**src/rtl/io_btn.sv**
```systemverilog
// io_btn: memory-mapped debounced push-button input with W1C press flags and press counters
module io_btn #(
    parameter int NBTN       = 3,
    parameter int DB_CYCLES  = 50000,
    parameter int DBW        = 16,
    parameter int ACTIVE_LOW = 1
) (
    input  logic        clk,
    input  logic        rst_n,
    input  logic [NBTN-1:0] btn_in,
    input  logic [3:0]  st_we_io,
    input  logic [9:0]  st_adr_io,
    input  logic [31:0] st_data_io,
    input  logic        ld_re_io,
    input  logic [9:0]  ld_adr_io,
    output logic [31:0] ld_data_io
);
    localparam int NPC = (NBTN < 4) ? NBTN : 4;
    localparam logic [DBW-1:0] DB_LAST = DBW'(DB_CYCLES - 1);
    logic [NBTN-1:0] r_s1, r_s2, r_stable, r_flags;
    logic [NBTN-1:0][DBW-1:0] r_db;
    logic [NPC-1:0][7:0] r_pc;
    logic r_clr;
    logic [NBTN-1:0] w_upd, w_press;
    logic w_st_flags, w_st_ctrl;
    logic [31:0] w_count, w_rd;
    logic w_unused;
    assign w_unused = &{1'b0, st_we_io[3:1], st_data_io};
    assign w_st_flags = st_we_io[0] && st_adr_io == 10'h1;
    assign w_st_ctrl = st_we_io[0] && st_adr_io == 10'h3;
    always_comb begin
        w_upd = '0;
        w_count = '0;
        for (int i = 0; i < NBTN; i++) w_upd[i] = (r_db[i] == DB_LAST) && (r_s2[i] != r_stable[i]);
        w_press = w_upd & r_s2;
        for (int i = 0; i < NPC; i++) w_count[8*i +: 8] = r_pc[i];
        w_rd = (ld_adr_io == 10'h0) ? 32'(r_stable) :
               (ld_adr_io == 10'h1) ? 32'(r_flags) :
               (ld_adr_io == 10'h2) ? w_count : 32'h0;
    end
    always_ff @(posedge clk or negedge rst_n) begin
        if (!rst_n) begin
            r_s1 <= '0;
            r_s2 <= '0;
            r_stable <= '0;
            r_db <= '0;
            r_flags <= '0;
            r_clr <= 1'b0;
            r_pc <= '0;
            ld_data_io <= '0;
        end else begin
            r_s1 <= (ACTIVE_LOW != 0) ? ~btn_in : btn_in;
            r_s2 <= r_s1;
            for (int i = 0; i < NBTN; i++)
                r_db[i] <= (r_s2[i] == r_stable[i] || w_upd[i]) ? '0 : r_db[i] + 1'b1;
            r_stable <= r_stable ^ w_upd;
            // press sets after the clear so a same-cycle press survives the W1C store
            r_flags <= (w_st_flags ? (r_flags & ~st_data_io[NBTN-1:0]) : r_flags) | w_press;
            r_clr <= w_st_ctrl & st_data_io[0];
            for (int i = 0; i < NPC; i++)
                r_pc[i] <= r_clr ? 8'h0 : r_pc[i] + {7'h0, w_press[i]};
            if (ld_re_io) ld_data_io <= w_rd;
        end
    end
endmodule

```
**config.mk**
```make
export PLATFORM = sky130hd
export DESIGN_NAME = io_btn
export DESIGN_NICKNAME = d
export VERILOG_FILES = /design/src/rtl/io_btn.sv
export SDC_FILE = /design/constraint.sdc
export NUM_CORES = 1
export LEC_CHECK = 0
export ABC_AREA = 0
export BUFFER_PORTS_ARGS = -buffer_cell sky130_fd_sc_hd__buf_2
export CORE_MARGIN = 5
export CORE_UTILIZATION = 50
export CTS_CLUSTER_DIAMETER = 80
export DETAILED_ROUTE_END_ITERATION = 10
export PLACE_DENSITY_LB_ADDON = 0.25
export SYNTH_ARGS = -nofsm -noshare
export SYNTH_HDL_FRONTEND = slang
export SYNTH_SLANG_ARGS = --single-unit
```
**constraint.sdc**
```tcl
create_clock -name clk -period 2.87 [get_ports clk]
set_input_delay 0 -clock clk [delete_from_list [all_inputs] [get_ports clk]]
set_output_delay 0 -clock clk [all_outputs]
set_load 0.1 [all_outputs]
```
==> results of run 1 <==
==> stage by stage <==
stage | total power [µW] | worst slack (ns)
2_1_floorplan | 1681 | 0.8027
3_3_place_gp | 1732 | 0.5358
3_5_place_dp | 1736 | 0.4954
4_1_cts | 2563 | 0.4669
5_1_grt | 2647 | 0.2722
6_report | 2529 | 0.5114
==> cell families after synthesis <==
kind of cell	after synthesis	share of synthesized area, %
AO/OA/AOI/OAI	30	5.486
XOR/XNOR	63	11.20
adder cells (fa/ha/maj)	9	2.286
buffers and inverters	30	3.505
flip-flops	109	55.37
multiplexers	6	1.295
other	1	0.07613
AND/OR/NAND/NOR	191	20.78
==> per-layer routing <==
metal / GRT usage (%) / vias to the layer above / wire [µm]
li1: - / 1641 / -
met1: 22.33 / 1627 / 4106
met2: 28.07 / 49 / 4317
met3: 4.440 / 8 / 350
met4: 4.007 / 0 / 91
met5: 0 / - / 0
==> power groups by stage <==
stage	sequential, µW	combinational [µW]	clock [µW]
finish	1560	151	816
global route	1560	170	912
floorplan	1590	92.1	0
detailed placement	1590	145	0
global placement	1590	142	0
CTS	1560	155	847
==> final cells by class <==
| class | instances | area (µm²) |
|---|---|---|
| repair buffers | 69 | 430.4 |
| inverters | 13 | 48.80 |
| clock inverters | 5 | 36.28 |
| fillers | 845 | 4091 |
| multi-input cells | 307 | 2052 |
| clock buffers | 11 | 131.4 |
| flip-flops and latches | 109 | 2728 |
| well taps | 133 | 166.4 |
==> sequential cells by signal (all words and copies together) (netlist names), named ones only <==
register / cells
r_s2: 3
r_pc: 24
r_db: 48
ld_data_io: 24
r_flags: 3
r_s1: 3
r_clr: 1
==> final timing paths <==
kind / end / cells after the start / from
max: r_pc[7]$_DFF_PN0_ / 8 / r_db[10]$_DFF_PN0_
max in group asynchronous: ld_data_io[8]$_DFFE_PN0P_ / 3 / rst_n
min: r_flags[0]$_DFF_PN0_ / 4 / st_adr_io[1]
min in group asynchronous: ld_data_io[10]$_DFFE_PN0P_ / 2 / rst_n
max reg2reg: r_pc[7]$_DFF_PN0_ / 8 / r_db[10]$_DFF_PN0_
min reg2reg: r_s2[1]$_DFF_PN0_ / 0 / r_s1[1]$_DFF_PN0_
==> cell usage in the layout (no fill, tap or decap), drive strengths merged, types with 7 or more instances in the layout <==
| cell | n |
|---|---|
| a22o | 21 |
| and3 | 9 |
| buf | 57 |
| clkbuf | 11 |
| conb | 8 |
| dfrtp | 109 |
| dlygate4sd3 | 12 |
| ha | 9 |
| inv | 14 |
| nand2 | 16 |
| nand3 | 27 |
| nand4 | 9 |
| nor2 | 72 |
| nor2b | 7 |
| nor3 | 13 |
| nor4 | 18 |
| xnor2 | 45 |
| xor2 | 18 |
==> worst max-delay path, cell delays in order, from the launching register on <==
cell,delay [ns]
sky130_fd_sc_hd__dfrtp_1,0.46
sky130_fd_sc_hd__nor4b_1,0.32
sky130_fd_sc_hd__nand4b_1,0.26
sky130_fd_sc_hd__nor3b_1,0.34
sky130_fd_sc_hd__ha_1,0.26
sky130_fd_sc_hd__and3_1,0.24
sky130_fd_sc_hd__nand3_1,0.12
sky130_fd_sc_hd__xor2_1,0.17
sky130_fd_sc_hd__nor2_1,0.06
==> impl_table.tex, run 1 <==
\begin{tabular}{lr}
\hline
Metric & Value \\
\hline
\multicolumn{2}{l}{\textbf{Routing}} \\
\quad Post-detailed-route DRC marker count & 0 \\
\quad Initial detailed-routing violation count & 127 \\
\quad Average vias per placed instance & 5.139 \\
\quad DRT antenna net count & 0 \\
\quad Wirelength, routed & 8866 µm \\
\quad Average wire per cell in the routed design & 13.70 µm \\
\quad Total via count after detailed routing & 3,325 \\
\quad DRT Pass-1 Iters & 4 \\
\multicolumn{2}{l}{\textbf{Clock network}} \\
\quad CTS H-tree depth & 3 \\
\quad Total clock buffers created by CTS & 9 \\
\quad Worst skew pair latency & 0.37 ns \\
\quad Library cell used as clock root buffer & sky130\_fd\_sc\_hd\_\_clkbuf\_8 \\
\quad Sink Count & 109 \\
\quad CTS tree & yes \\
\quad Post-cts repair resize count & 0 \\
\quad Clock input transition at the sequential cells of the worst setup and hold paths & 0.10 ns \\
\quad Deepest clock path buffer count & 2 \\
\quad Hold bufs inserted after CTS & 12 \\
\quad Number of setup buffers added after CTS & 0 \\
\multicolumn{2}{l}{\textbf{Timing}} \\
\quad Setup repair after global routing missed its margin & no \\
\quad Slew of the pin with the lowest slew margin & 0.8424 ns \\
\quad Setup\_tns & 0 ns \\
\quad Number of failing hold endpoints at the final stage & 0 \\
\quad Slew Limit Fails & 0 \\
\quad Total of endpoints with negative setup slack in the final report & 0 \\
\quad Crit share post-route & 82.18\% \\
\quad Final min period & 2.359 ns \\
\quad Hold\_ws & 0.02493 ns \\
\quad Final setup skew & 0.009330 ns \\
\quad Worst relative slew slack & 43.78\% \\
\quad Timing-limited maximum frequency & 0.4240 GHz \\
\multicolumn{2}{l}{\textbf{Worst setup path}} \\
\quad Kind of capture point of the worst setup path & register \\
\quad Register-to-register setup slack & 0.51 ns \\
\quad Arrival time worst endpoint & 2.59 ns \\
\quad WP data required & 3.10 ns \\
\quad Critical Path Start Type & register \\
\quad Largest fanout on the critical path & 6 \\
\quad Setup CP Type & reg -> reg \\
\multicolumn{2}{l}{\textbf{Cells and area}} \\
\quad Antenna diode count & 0 \\
\quad Final nets & 580 \\
\quad Core utilization of the finished layout & 57.75\% \\
\quad Layout Cell Area excl Fill & 5593 µm² \\
\quad Share of post-route cells with drive strength above 1 & 19.26\% \\
\quad Area growth from synthesis to layout & 13.54\% \\
\quad Count of placed standard cells in the final layout, fillers left out & 647 \\
\multicolumn{2}{l}{\textbf{Die}} \\
\quad I/O pin count & 94 \\
\quad Area of the die & 11,940 µm² \\
\quad Starting utilization of the core area & 50.87\% \\
\quad Chip height & 109.3 µm \\
\quad Num rows & 36 \\
\quad Core box area & 9684 µm² \\
\quad Floorplan die width & 109.3 µm \\
\multicolumn{2}{l}{\textbf{Yosys}} \\
\quad Cell accounting for the most synthesized area & sky130\_fd\_sc\_hd\_\_dfrtp\_1 \\
\quad Number of synthesized flops with an enable pin & 0 \\
\quad Synthesis Warnings & 0 \\
\quad Most common cell in the synthesized netlist & sky130\_fd\_sc\_hd\_\_dfrtp\_1 \\
\quad Area share of the largest cell type after synthesis & 55.37\% \\
\quad Post-Syn Area per Cell & 11.22 µm² \\
\quad List of most frequent post-synthesis cells & sky130\_fd\_sc\_hd\_\_dfrtp\_1 (109), sky130\_fd\_sc\_hd\_\_nor2\_1 (72), sky130\_fd\_sc\_hd\_\_xnor2\_1 (45), sky130\_fd\_sc\_hd\_\_nand3\_1 (27) \\
\quad Top post-synthesis cells by area & sky130\_fd\_sc\_hd\_\_dfrtp\_1 (55\%), sky130\_fd\_sc\_hd\_\_xnor2\_1 (8.0\%), sky130\_fd\_sc\_hd\_\_nor2\_1 (5.5\%) \\
\quad Cell area after technology mapping & 4926 µm² \\
\quad Ys flop type & sky130\_fd\_sc\_hd\_\_dfrtp\_1 \\
\quad Share of async-settable or async-resettable flops after synthesis & 100.0\% \\
\quad Share of the yosys chip area belonging to registers & 55.37\% \\
\quad Post-synthesis cell type count & 36 \\
\quad Syn Inst Count & 439 \\
\quad Number of register bits inferred by synthesis & 109 \\
\multicolumn{2}{l}{\textbf{Power}} \\
\quad Reg power frac & 61.7\% \\
\quad Net Switching & 620.7 µW \\
\quad Clk network pwr share & 32.3\% \\
\quad Gate power share & 6.0\% \\
\quad Power per unit of standard cell area & 452.2 nW/µm² \\
\quad Leak Pwr & 0.002625 µW \\
\quad Internal power & 1908 µW \\
\quad Proportion of total power due to net switching & 24.54\% \\
\quad IR Drop Worst-Case VDD & 0.0004407 V \\
\multicolumn{2}{l}{\textbf{GRT}} \\
\quad Largest net degree at the start of global routing & 64 \\
\quad Number of global-route vias before repair & 3,494 \\
\quad Wire length of the first global-routing pass & 16,090 µm \\
\quad All-Layer GR Usage & 16.92\% \\
\quad Grt ovf & 0 \\
\quad Antenna violations before repair & 0 \\
\multicolumn{2}{l}{\textbf{Status}} \\
\quad Status & finished clean \\
\multicolumn{2}{l}{\textbf{Placed design}} \\
\quad Routability congestion estimate from global placement & 0.7777 \\
\quad Placed Cells & 619 \\
\quad Port-buffer cells & 53 \\
\quad Dpl hpwl & 6263 µm \\
\quad Post-placement cell area & 5305 µm² \\
\multicolumn{2}{l}{\textbf{Run}} \\
\quad Number of violations of the max-capacitance limit & 0 \\
\multicolumn{2}{l}{\textbf{Min path}} \\
\quad Worst min-delay path class & in -> reg \\
\hline
\end{tabular}
No activity file was read; power rests on OpenSTA's default activity.
==> inputs of run 2 (changes only) <==
- ABC_AREA: 0 -> 1
- clock period: 2.87 -> 2.3 ns (I/O delays scaled with it)
==> impl_table.tex, run 2 <==
\begin{tabular}{lr}
\hline
Metric & Value \\
\hline
\multicolumn{2}{l}{\textbf{Cells and area}} \\
\quad Final nets & 834 (+44\%) \\
\quad Register cell area after layout & 2728 µm² (unchanged) \\
\quad Layout Cell Area excl Fill & 6351 µm² (+14\%) \\
\quad Number of fillers in the final layout & 983 (+16\%) \\
\quad Commonest cells after routing, fill and taps aside & sky130\_fd\_sc\_hd\_\_nand2\_1 (155), sky130\_fd\_sc\_hd\_\_nor2\_1 (124), sky130\_fd\_sc\_hd\_\_dfrtp\_1 (109), sky130\_fd\_sc\_hd\_\_inv\_1 (82), sky130\_fd\_sc\_hd\_\_buf\_2 (52) \\
\quad Area of the multi-input gates & 2462 µm² (+20\%) \\
\quad Area growth from synthesis to layout & 15.76\% \\
\quad Largest regs & r\_db: 48 flops, ld\_data\_io: 24 flops, r\_pc: 24 flops \\
\quad Core utilization of the finished layout & 58.85\% (+1.1 points) \\
\quad Antenna diode count & 0 (unchanged) \\
\quad Most common library cell in the layout ignoring fill and taps & sky130\_fd\_sc\_hd\_\_nand2\_1 \\
\quad Share of post-route cells with drive strength above 1 & 14.86\% (-4.4 points) \\
\quad Flip-flop count of the largest register after layout & 48 (unchanged) \\
\quad Biggest register & r\_db \\
\multicolumn{2}{l}{\textbf{Timing}} \\
\quad Slew of the pin with the lowest slew margin & 0.6817 ns (-0.1607 ns) \\
\quad Total of endpoints with negative setup slack in the final report & 0 (unchanged) \\
\quad Timing-limited maximum frequency & 0.4604 GHz (+8.6\%) \\
\quad Final min period & 2.172 ns (-0.1863 ns) \\
\quad Number of failing hold endpoints at the final stage & 0 (unchanged) \\
\quad Worst relative slew slack & 54.50\% (+11 points) \\
\quad Slew Limit Fails & 0 (unchanged) \\
\quad Final setup skew & 0.009143 ns (-0.0001873 ns) \\
\quad Crit share post-route & 94.45\% (+12 points) \\
\multicolumn{2}{l}{\textbf{Worst setup path}} \\
\quad WP data required & 2.56 ns (-0.54 ns) \\
\quad Setup CP Type & reg -> reg \\
\quad Arrival time worst endpoint & 2.43 ns (-0.16 ns) \\
\quad Critical Path Start Type & register \\
\quad Largest fanout on the critical path & 4 (-2) \\
\quad Kind of capture point of the worst setup path & register \\
\multicolumn{2}{l}{\textbf{Power}} \\
\quad Overall power after layout & 3392 µW (+34\%) \\
\quad Power per unit of standard cell area & 534.0 nW/µm² (+18\%) \\
\quad Leak Pwr & 0.003006 µW (+14\%) \\
\quad IR Drop Worst-Case VDD & 0.0003474 V (-21\%) \\
\multicolumn{2}{l}{\textbf{Yosys}} \\
\quad Most common cell in the synthesized netlist & sky130\_fd\_sc\_hd\_\_nand2\_1 \\
\quad Post-Syn Area per Cell & 7.940 µm² (-29\%) \\
\quad Share of async-settable or async-resettable flops after synthesis & 100.0\% (unchanged) \\
\quad Ys flop type & sky130\_fd\_sc\_hd\_\_dfrtp\_1 \\
\quad Syn Inst Count & 691 (+57\%) \\
\quad Number of synthesized flops with an enable pin & 0 (unchanged) \\
\quad Post-synthesis cell type count & 28 (-22\%) \\
\quad Share of the yosys chip area belonging to registers & 49.71\% (-5.7 points) \\
\quad Top post-synthesis cells by area & sky130\_fd\_sc\_hd\_\_dfrtp\_1 (50\%), sky130\_fd\_sc\_hd\_\_nand2\_1 (11\%), sky130\_fd\_sc\_hd\_\_nor2\_1 (8.8\%) \\
\quad Synthesis Warnings & 0 (unchanged) \\
\quad Cell area after technology mapping & 5487 µm² (+11\%) \\
\quad List of most frequent post-synthesis cells & sky130\_fd\_sc\_hd\_\_nand2\_1 (157), sky130\_fd\_sc\_hd\_\_nor2\_1 (128), sky130\_fd\_sc\_hd\_\_dfrtp\_1 (109), sky130\_fd\_sc\_hd\_\_inv\_1 (83), sky130\_fd\_sc\_hd\_\_nand3\_1 (50) \\
\quad Cell accounting for the most synthesized area & sky130\_fd\_sc\_hd\_\_dfrtp\_1 \\
\quad Number of register bits inferred by synthesis & 109 (unchanged) \\
\quad Area share of the largest cell type after synthesis & 49.71\% (-5.7 points) \\
\multicolumn{2}{l}{\textbf{Status}} \\
\quad Status & finished clean \\
\multicolumn{2}{l}{\textbf{Die}} \\
\quad I/O pin count & 94 (unchanged) \\
\quad Floorplan die width & 114.8 µm (+5.0\%) \\
\quad Area of the die & 13,170 µm² (+10\%) \\
\quad Chip height & 114.8 µm (+5.0\%) \\
\quad Num rows & 38 (+5.6\%) \\
\quad Starting utilization of the core area & 50.83\% (about the same) \\
\quad Core box area & 10,790 µm² (+11\%) \\
\multicolumn{2}{l}{\textbf{Routing}} \\
\quad Average vias per placed instance & 5.026 (-2.2\%) \\
\quad Total via count after detailed routing & 4,559 (+37\%) \\
\quad Wirelength, routed & 11,200 µm (+26\%) \\
\quad DRT antenna net count & 0 (unchanged) \\
\quad Initial detailed-routing violation count & 249 (+96\%) \\
\quad Post-detailed-route DRC marker count & 0 (unchanged) \\
\quad Average wire per cell in the routed design & 12.35 µm (-9.9\%) \\
\quad DRT Pass-1 Iters & 4 (unchanged) \\
\multicolumn{2}{l}{\textbf{GRT}} \\
\quad Wire length of the first global-routing pass & 19,130 µm (+19\%) \\
\quad Grt ovf & 0 (unchanged) \\
\quad Largest net degree at the start of global routing & 67 (+4.7\%) \\
\quad Antenna violations before repair & 0 (unchanged) \\
\quad Number of global-route vias before repair & 4,359 (+25\%) \\
\quad All-Layer GR Usage & 17.80\% (+0.88 points) \\
\multicolumn{2}{l}{\textbf{Placed design}} \\
\quad Port-buffer cells & 53 (unchanged) \\
\quad Routability congestion estimate from global placement & 0.8911 (+15\%) \\
\quad Post-placement cell area & 5846 µm² (+10\%) \\
\quad Dpl hpwl & 7840 µm (+25\%) \\
\multicolumn{2}{l}{\textbf{Clock network}} \\
\quad Clock input transition at the sequential cells of the worst setup and hold paths & 0.10 ns (about the same) \\
\quad Library cell used as clock root buffer & sky130\_fd\_sc\_hd\_\_clkbuf\_8 \\
\quad Worst skew pair latency & 0.38 ns (about the same) \\
\quad CTS tree & yes \\
\quad Sink Count & 109 (unchanged) \\
\quad CTS H-tree depth & 3 (unchanged) \\
\quad Deepest clock path buffer count & 2 (unchanged) \\
\quad Total clock buffers created by CTS & 9 (unchanged) \\
\multicolumn{2}{l}{\textbf{Min path}} \\
\quad Worst min-delay path class & in -> reg \\
\multicolumn{2}{l}{\textbf{Run}} \\
\quad Number of violations of the max-capacitance limit & 0 (unchanged) \\
\hline
\end{tabular}
run 2: where the power goes:
| group | total (µW) | internal (µW) | leakage (µW) | switching (µW) |
|---|---|---|---|---|
| clock network | 1210 | 587 | 0.000108 | 624 |
| registers | 1950 | 1930 | 0.00149 | 20.7 |
| logic | 226 | 64.1 | 0.00141 | 162 |
run 2: path summary, 6_finish.rpt:
check | startpoint | endpoint | slack [ns] | depth (start not counted)
worst max register to register | r_db[32]$_DFF_PN0_ | r_pc[22]$_DFF_PN0_ | 0.13 | 14
worst max-delay path | r_db[32]$_DFF_PN0_ | r_pc[22]$_DFF_PN0_ | 0.13 | 14
worst min-delay path | st_data_io[2] | r_flags[2]$_DFF_PN0_ | 0.02 | 4
worst min register to register | r_s1[1]$_DFF_PN0_ | r_s2[1]$_DFF_PN0_ | 0.36 | 0
max in group asynchronous | rst_n | r_flags[2]$_DFF_PN0_ | 1.39 | 3
min in group asynchronous | rst_n | r_db[27]$_DFF_PN0_ | 0.16 | 2
run 2: worst max-delay path: stages (launching register included):
cell,delay (ns)
sky130_fd_sc_hd__dfrtp_1,0.43
sky130_fd_sc_hd__ha_4,0.16
sky130_fd_sc_hd__nand2_2,0.07
sky130_fd_sc_hd__nor2_4,0.15
sky130_fd_sc_hd__inv_2,0.06
sky130_fd_sc_hd__nor2_2,0.09
sky130_fd_sc_hd__nand3_2,0.09
sky130_fd_sc_hd__nor2_2,0.12
sky130_fd_sc_hd__ha_2,0.21
sky130_fd_sc_hd__ha_4,0.14
sky130_fd_sc_hd__nand2_2,0.07
sky130_fd_sc_hd__nor3_4,0.20
sky130_fd_sc_hd__nand2_1,0.09
sky130_fd_sc_hd__xor2_1,0.13
sky130_fd_sc_hd__nor2_1,0.05
run 2: kinds of logic (layout without fill, tap and decap cells):
kind of cell / after synthesis / in the layout / share of synthesized area (%)
compound gates: 56 / 56 / 5.245
xor+xnor: 35 / 35 / 5.587
fa+ha+maj: 9 / 9 / 2.052
buf+inv: 105 / 174 / 8.324
flops: 109 / 109 / 49.72
other cells: 1 / 8 / 0.06835
simple gates: 376 / 376 / 29.01
run 2: metrics by stage:
stage	instances	TNS [ns]	worst slack, ns	hold slack (ns)
5_1_grt	907	-0.07622	-0.03271	0.06301
3_3_place_gp	873	0	0.1050	0.03602
6_report	907	0	0.1277	0.01889
4_1_cts	896	0	0.004175	0.01748
2_1_floorplan	698	0	0.2737	-0.2956
3_5_place_dp	873	0	0.007542	0.03488
run 2: layout make-up:
| class | count | area share (%) |
|---|---|---|
| inverter | 85 | 5.024 |
| sequential | 109 | 42.95 |
| tap | 140 | 2.758 |
| clock inverter | 3 | 0.6895 |
| multi-input combinational | 484 | 38.77 |
| timing repair buffer | 74 | 7.210 |
| clock buffer | 12 | 2.600 |
run 2: per-layer routing:
| metal | global-route usage (%) | vias to the layer above | routed length (µm) |
|---|---|---|---|
| li1 | - | 2285 | - |
| met1 | 22.95 | 2165 | 5204 |
| met2 | 30.15 | 90 | 5266 |
| met3 | 2.789 | 19 | 487 |
| met4 | 7.277 | 0 | 245 |
| met5 | 0 | - | 0 |
run 2: repair_timing:
item / 4_1_cts / 5_1_grt
resized for setup: 1 / 27
pin swaps: 0 / 13
buffers inserted: 0 / 11
hold buffers: 8 / 0
endpoints found under the setup margin: 1 / 7
cloned: 0 / 0
hold endpoints to repair: 49 / 0
